===== config.mk =====
export PLATFORM = sky130hd
export DESIGN_NAME = mul_div_unit
export DESIGN_NICKNAME = d
export VERILOG_FILES = /design/src/rtl/mul_div_unit.sv
export SDC_FILE = /design/constraint.sdc
export NUM_CORES = 1
export LEC_CHECK = 0
export BUFFER_PORTS_ARGS = -buffer_cell sky130_fd_sc_hd__buf_4
export CORE_ASPECT_RATIO = 0.5
export CORE_MARGIN = 4
export CORE_UTILIZATION = 55
export CTS_CLUSTER_DIAMETER = 120
export DETAILED_ROUTE_END_ITERATION = 12
export MAX_ROUTING_LAYER = met4
export PLACE_DENSITY = 0.75
export SYNTH_ARGS = -nofsm -noshare
export SYNTH_HDL_FRONTEND = slang
export SYNTH_SLANG_ARGS = --single-unit

===== constraint.sdc =====
create_clock -name clk -period 3.05 [get_ports clk]
set_input_delay 0.305 -clock clk [delete_from_list [all_inputs] [get_ports clk]]
set_output_delay 0.305 -clock clk [all_outputs]
set_load 0.03 [all_outputs]

===== src/rtl/mul_div_unit.sv =====
// Iterative multiply/divide unit with architectural HI/LO registers.
// Takes 32 CALC cycles per op, then a FIX cycle for sign correction and the HI/LO write.
module mul_div_unit (
  input  logic        clk,
  input  logic        rst_n,
  input  logic        start,
  input  logic [1:0]  op,
  input  logic [31:0] src_a,
  input  logic [31:0] src_b,
  input  logic        cancel,
  input  logic        hi_we,
  input  logic        lo_we,
  input  logic [31:0] wdata,
  output logic [31:0] hi,
  output logic [31:0] lo,
  output logic        busy,
  output logic        done,
  output logic        div_zero
);

  typedef enum logic [1:0] {IDLE, CALC, FIX} state_t;

  state_t      state_q, state_d;
  logic [4:0]  count_q, count_d;
  logic [1:0]  op_q, op_d;
  logic [31:0] a_q, a_d, b_q, b_d;
  logic        sa_q, sa_d, sb_q, sb_d;
  logic        zero_q, zero_d;
  logic [63:0] acc_q, acc_d;
  logic [32:0] rem_q, rem_d;
  logic [31:0] hi_q, hi_d, lo_q, lo_d;
  logic        done_q, done_d;
  logic        dz_q, dz_d;

  logic        in_signed, in_sa, in_sb;
  logic [31:0] in_a_abs, in_b_abs;
  logic [32:0] mul_sum, rem_sh, rem_diff;
  logic [63:0] prod_fix;
  logic [31:0] quo_fix, rem_fix, zero_hi;

  always_comb begin
    in_signed = ~op[0];
    in_sa     = in_signed & src_a[31];
    in_sb     = in_signed & src_b[31];
    in_a_abs  = in_sa ? (~src_a + 32'd1) : src_a;
    in_b_abs  = in_sb ? (~src_b + 32'd1) : src_b;

    // Multiply: multiplier sits in acc[31:0] and shifts out as the product shifts in.
    mul_sum  = {1'b0, acc_q[63:32]} + (acc_q[0] ? {1'b0, a_q} : 33'd0);
    // Divide: dividend sits in acc[31:0] and is replaced by quotient bits.
    rem_sh   = {rem_q[31:0], acc_q[31]};
    rem_diff = rem_sh - {1'b0, b_q};

    prod_fix = (sa_q ^ sb_q) ? (~acc_q + 64'd1) : acc_q;
    quo_fix  = (sa_q ^ sb_q) ? (~acc_q[31:0] + 32'd1) : acc_q[31:0];
    rem_fix  = sa_q ? (~rem_q[31:0] + 32'd1) : rem_q[31:0];
    // Reconstruct the original dividend for the divide-by-zero result.
    zero_hi  = sa_q ? (~a_q + 32'd1) : a_q;
  end

  always_comb begin
    state_d = state_q;
    count_d = count_q;
    op_d    = op_q;
    a_d     = a_q;
    b_d     = b_q;
    sa_d    = sa_q;
    sb_d    = sb_q;
    zero_d  = zero_q;
    acc_d   = acc_q;
    rem_d   = rem_q;
    hi_d    = hi_q;
    lo_d    = lo_q;
    done_d  = 1'b0;
    dz_d    = dz_q;

    case (state_q)
      IDLE: begin
        if (hi_we) hi_d = wdata;
        if (lo_we) lo_d = wdata;
        if (start && !cancel) begin
          op_d    = op;
          a_d     = in_a_abs;
          b_d     = in_b_abs;
          sa_d    = in_sa;
          sb_d    = in_sb;
          count_d = '0;
          rem_d   = '0;
          zero_d  = op[1] && (src_b == 32'd0);
          acc_d   = {32'd0, (op[1] ? in_a_abs : in_b_abs)};
          state_d = (op[1] && (src_b == 32'd0)) ? FIX : CALC;
        end
      end
      CALC: begin
        if (cancel) begin
          state_d = IDLE;
        end else begin
          if (op_q[1]) begin
            if (!rem_diff[32]) begin
              rem_d = rem_diff;
              acc_d = {32'd0, acc_q[30:0], 1'b1};
            end else begin
              rem_d = rem_sh;
              acc_d = {32'd0, acc_q[30:0], 1'b0};
            end
          end else begin
            acc_d = {mul_sum, acc_q[31:1]};
          end
          count_d = count_q + 5'd1;
          if (count_q == 5'd31) state_d = FIX;
        end
      end
      FIX: begin
        state_d = IDLE;
        if (!cancel) begin
          done_d = 1'b1;
          if (op_q[1] && zero_q) begin
            hi_d = zero_hi;
            lo_d = '1;
            dz_d = 1'b1;
          end else if (op_q[1]) begin
            hi_d = rem_fix;
            lo_d = quo_fix;
            dz_d = 1'b0;
          end else begin
            hi_d = prod_fix[63:32];
            lo_d = prod_fix[31:0];
            dz_d = 1'b0;
          end
        end
      end
      default: state_d = IDLE;
    endcase
  end

  always_ff @(posedge clk or negedge rst_n) begin
    if (!rst_n) state_q <= IDLE;
    else        state_q <= state_d;
  end

  always_ff @(posedge clk or negedge rst_n) begin
    if (!rst_n) begin
      count_q <= '0;
      op_q    <= '0;
      a_q     <= '0;
      b_q     <= '0;
      sa_q    <= 1'b0;
      sb_q    <= 1'b0;
      zero_q  <= 1'b0;
      acc_q   <= '0;
      rem_q   <= '0;
      hi_q    <= '0;
      lo_q    <= '0;
      done_q  <= 1'b0;
      dz_q    <= 1'b0;
    end else begin
      count_q <= count_d;
      op_q    <= op_d;
      a_q     <= a_d;
      b_q     <= b_d;
      sa_q    <= sa_d;
      sb_q    <= sb_d;
      zero_q  <= zero_d;
      acc_q   <= acc_d;
      rem_q   <= rem_d;
      hi_q    <= hi_d;
      lo_q    <= lo_d;
      done_q  <= done_d;
      dz_q    <= dz_d;
    end
  end

  assign hi       = hi_q;
  assign lo       = lo_q;
  assign busy     = (state_q != IDLE);
  assign done     = done_q;
  assign div_zero = dz_q;

endmodule


==> summary.md <==
| Metric | Value |
|---|---|
| Drt total wl | 71.7 mm |
| Drt wl/cell | 23.6 µm |
| Bufs on Longest Clock Path | 3 |
| RSZ-0062 raised after global routing | yes |
| Crit-path slowest cell | dfrtp_1 |
| Die footprint | 36600 µm² |
| Final worst-path setup slack | -66.5 ps |
| Initial Util | 0.569 |
| CTS tree | done |
| Post-Layout Cell Count | 3039 |
| Pin count of the biggest net entering global routing | 83 |
| Worst setup EP type | flip-flop |
| Crit path top cell by count | buf_6 |
| Clock share of power | 0.109 |
| CP Class | flip-flop to flip-flop |
| I/O Pins | 171 |
| GRT Util Overall | 0.390 |
| Critical-path maximum fanout | 4 |
| Max Cap Violations | 0 |
| Netlist cell types | 86 |
| Synth async-reset ratio | 1.00 |
| Post-Synthesis Cells | 2223 |
| Number of buffers added on ports | 170 |
| CP Data Required Time | 3520 ps |
| Reg2reg path depth | 14 |
| Worst Hold Class | primary input to flip-flop |
| Cell Rows | 46 |
| Clk slew on worst S/H paths | 70 ps |
| Drt pass-1 iters | 7 |
| Final period util | 1.02 |
| Die height | 137 µm |
| Proportion of layout cells with a drive suffix above 1 | 0.262 |
| Mapped cell area | 18400 µm² |
| Placed Cells | 2943 |
| Worst slew margin | 0.490 |
| DR vias/cell | 6.36 |
| Main synth FF type | dfrtp_1 |
| Num CTS Buffers | 24 |
| Slew Limit Fails | 0 |
| Maximum clock frequency | 321 MHz |
| Crit path cell chain | ha_4, fa_2, nor2b_4, o31ai_4, a21oi_2, a21o_2, o21ba_4, o21ai_4, o41ai_4, xor2_4, buf_6, buf_6, mux2i_4, a221oi_2 |
| PwrDens | 1240 nW/µm² |
| Outcome | finished, violations left |
| First-pass GRT wire length | 106 mm |
| Root Driver | clkbuf_16 |
| Post-layout util | 0.737 |
| Worst Path Buf+Inv | 2 |
| Yosys reg bits | 237 |
| Synthesis-to-finish area growth | 29.6% |
| CTS H-Tree Depth | 1 |
| Switching Power | 0.0149 W |
| Congestion Overflow GR | 0 |
| VDD IR max | 812 µV |
| Final HPWL DP | 54.2 mm |
| Register area share after synthesis | 0.323 |
| Synth Area per Inst | 8.26 µm² |
| Min cycle time layout | 3120 ps |
| R2R setup slack | -70 ps |
| Layout Skew | 41.4 ps |
| CP peak stage delay | 410 ps |
| Final hold vios | 0 |
| Die Width | 266 µm |
| Crit. Startpoint | b_q[0] |
| Clock latency at the later pin of the worst-skew pair | 570 ps |
| Place WS | -268 ps |
| Hold Path End | hi[30] |
| Setup TNS Final | -673 ps |
| Worst hold start | wdata[30] |
| Switching share of power | 0.502 |
| Synth warn | 0 |
| Final nets | 2764 |
| Core area | 32300 µm² |
| Failing checks | setup timing |
| Total number of vias | 19300 |
| Final Setup Violations | 24 |
| CP startpoint kind | flip-flop |
| Worst Tran Pin Value | 765 ps |
| Sequential Power Share | 0.201 |
| Final RePlAce weighted congestion | 1.08 |
| Hold Path Stages | 3 |
| DRC Markers | 0 |
| Number of synthesized flops with an enable pin | 0 |
| Beginning of the worst register-to-register path | b_q[0] |
| CTS Sinks | 237 |
| Initial antenna violation count | 3 |
| Initial DRC count | 2545 |
| Arr. time, crit path | 3580 ps |
| Antenna Nets Post-Route | 0 |
| Worst R2R End | acc_q[0] |
| Number of global-route vias before repair | 17800 |
| Mapped Nets | 2400 |
| Leak pwr | 11.0 nW |
| Logic pwr share | 0.689 |
| Top delay family on crit path | compound AO/OA/AOI/OAI gates |
| Pint | 0.0147 W |
worst register-to-register path, stage by stage (launching register included):
cell and delay, ps:
dfrtp_1 410, ha_4 180, fa_2 370, nor2b_4 160, o31ai_4 80, a21oi_2 180
a21o_2 180, o21ba_4 150, o21ai_4 70, o41ai_4 360, xor2_4 270, buf_6 150
buf_6 130, mux2i_4 70, a221oi_2 290
layout by cell type (no fill, tap or decap), drive strengths merged, types with 38 or more instances in the layout:
master and n:
buf 455, nand2 291, o21ai 268, dfrtp 237
a21oi 156, xnor2 126, nor2 112, xor2 112
mux2i 82, inv 79, ha 71, nor3 48
nand3 41, o22ai 38
state kept, by name, indices dropped and copies added, names as in the netlist:
| register | count |
|---|---|
| zero_q | 1 |
| op_q | 1 |
| count_q | 5 |
| state_q | 2 |
| a_q | 32 |
| rem_q | 32 |
| hi | 32 |
| lo | 32 |
| sb_q | 1 |
| div_zero | 1 |
| done | 1 |
| b_q | 32 |
| sa_q | 1 |
| acc_q | 64 |
power by group through the flow:
stage | clock [W] | sequential (W) | combinational [W]
2_1_floorplan | 0 | 0.00627 | 0.0102
3_3_place_gp | 0 | 0.00582 | 0.0173
3_5_place_dp | 0 | 0.00586 | 0.0176
4_1_cts | 0.00324 | 0.00583 | 0.0186
5_1_grt | 0.00339 | 0.00612 | 0.0216
6_report | 0.00324 | 0.00597 | 0.0204
cell usage after synthesis, types with 13 or more instances:
| cell type | count | area share |
|---|---|---|
| a22o_1 | 31 | 0.015 |
| a21oi_1 | 155 | 0.042 |
| nor2_1 | 110 | 0.022 |
| o211ai_1 | 22 | 0.0090 |
| nor3_1 | 48 | 0.013 |
| o21ai_0 | 230 | 0.063 |
| mux2i_1 | 82 | 0.045 |
| dfrtp_1 | 237 | 0.32 |
| o41ai_1 | 13 | 0.0062 |
| or3_1 | 25 | 0.0085 |
| nand3_1 | 41 | 0.011 |
| o21ai_1 | 37 | 0.010 |
| a21o_1 | 31 | 0.013 |
| inv_1 | 78 | 0.016 |
| and2_1 | 34 | 0.012 |
| o31ai_1 | 34 | 0.014 |
| nor2b_1 | 14 | 0.0048 |
| xnor2_1 | 126 | 0.060 |
| nand2_1 | 289 | 0.059 |
| nand2b_1 | 19 | 0.0065 |
| o22ai_1 | 38 | 0.013 |
| ha_1 | 71 | 0.048 |
| nor4_1 | 17 | 0.0058 |
| and3_1 | 16 | 0.0055 |
| clkbuf_1 | 109 | 0.022 |
| a31oi_1 | 19 | 0.0065 |
| xor2_1 | 111 | 0.053 |
per-layer routing:
metal	part of all wire	up-vias	global-route usage
li1	-	8702	-
met1	0.41	9265	0.538
met4	0.040	0	0.127
met5	0	-	-
met3	0.13	198	0.117
met2	0.42	1154	0.551
logic make-up after synthesis:
kind of cell / after synthesis / synth area share
AND/OR/NAND/NOR: 683 / 0.183
XOR/XNOR: 238 / 0.115
adder cells (fa/ha/maj): 73 / 0.0505
multiplexers: 91 / 0.0502
AO/OA/AOI/OAI: 695 / 0.235
flip-flops: 237 / 0.323
buffers and inverters: 206 / 0.0436
final cells by class:
cell class	count	area, µm²
fill	2451	8490
inverter	78	293
timing repair buffer	466	3690
tap	432	541
clock buffer	36	737
multi-input combinational	1780	12500
antenna	3	7.51
clock inverter	7	92.6
sequential	237	5940
worst max-delay path by stage:
stage | endpoint | slack (ps) | cells past startpoint
3_5_place_dp | acc_q[62] | -270 | 14
4_1_cts | rem_q[6] | -230 | 16
5_1_grt | rem_q[19] | -190 | 14
3_3_place_gp | acc_q[62] | -210 | 14
2_1_floorplan | rem_q[29] | -20 | 14
6_report | acc_q[0] | -70 | 14
per-stage QoR:
step | area (µm²) | hold slack, ps | total power [W]
floorplan | 18400 | 9.41 | 0.0165
global placement | 21700 | 365 | 0.0232
detailed placement | 21700 | 366 | 0.0235
CTS | 23100 | 0.496 | 0.0276
global route | 23800 | 4.90 | 0.0311
finish | 23800 | 11.6 | 0.0296
what timing repair did:
action | CTS | global route
hold buffers | 11 | 0
resized for setup | 45 | 140
buffers inserted | 17 | 24
pin swaps | 13 | 32
gates cloned | 3 | 0
endpoints found under the hold margin | 88 | 0
endpoints found under the setup margin | 49 | 69
(Power assumes the default switching activity.)
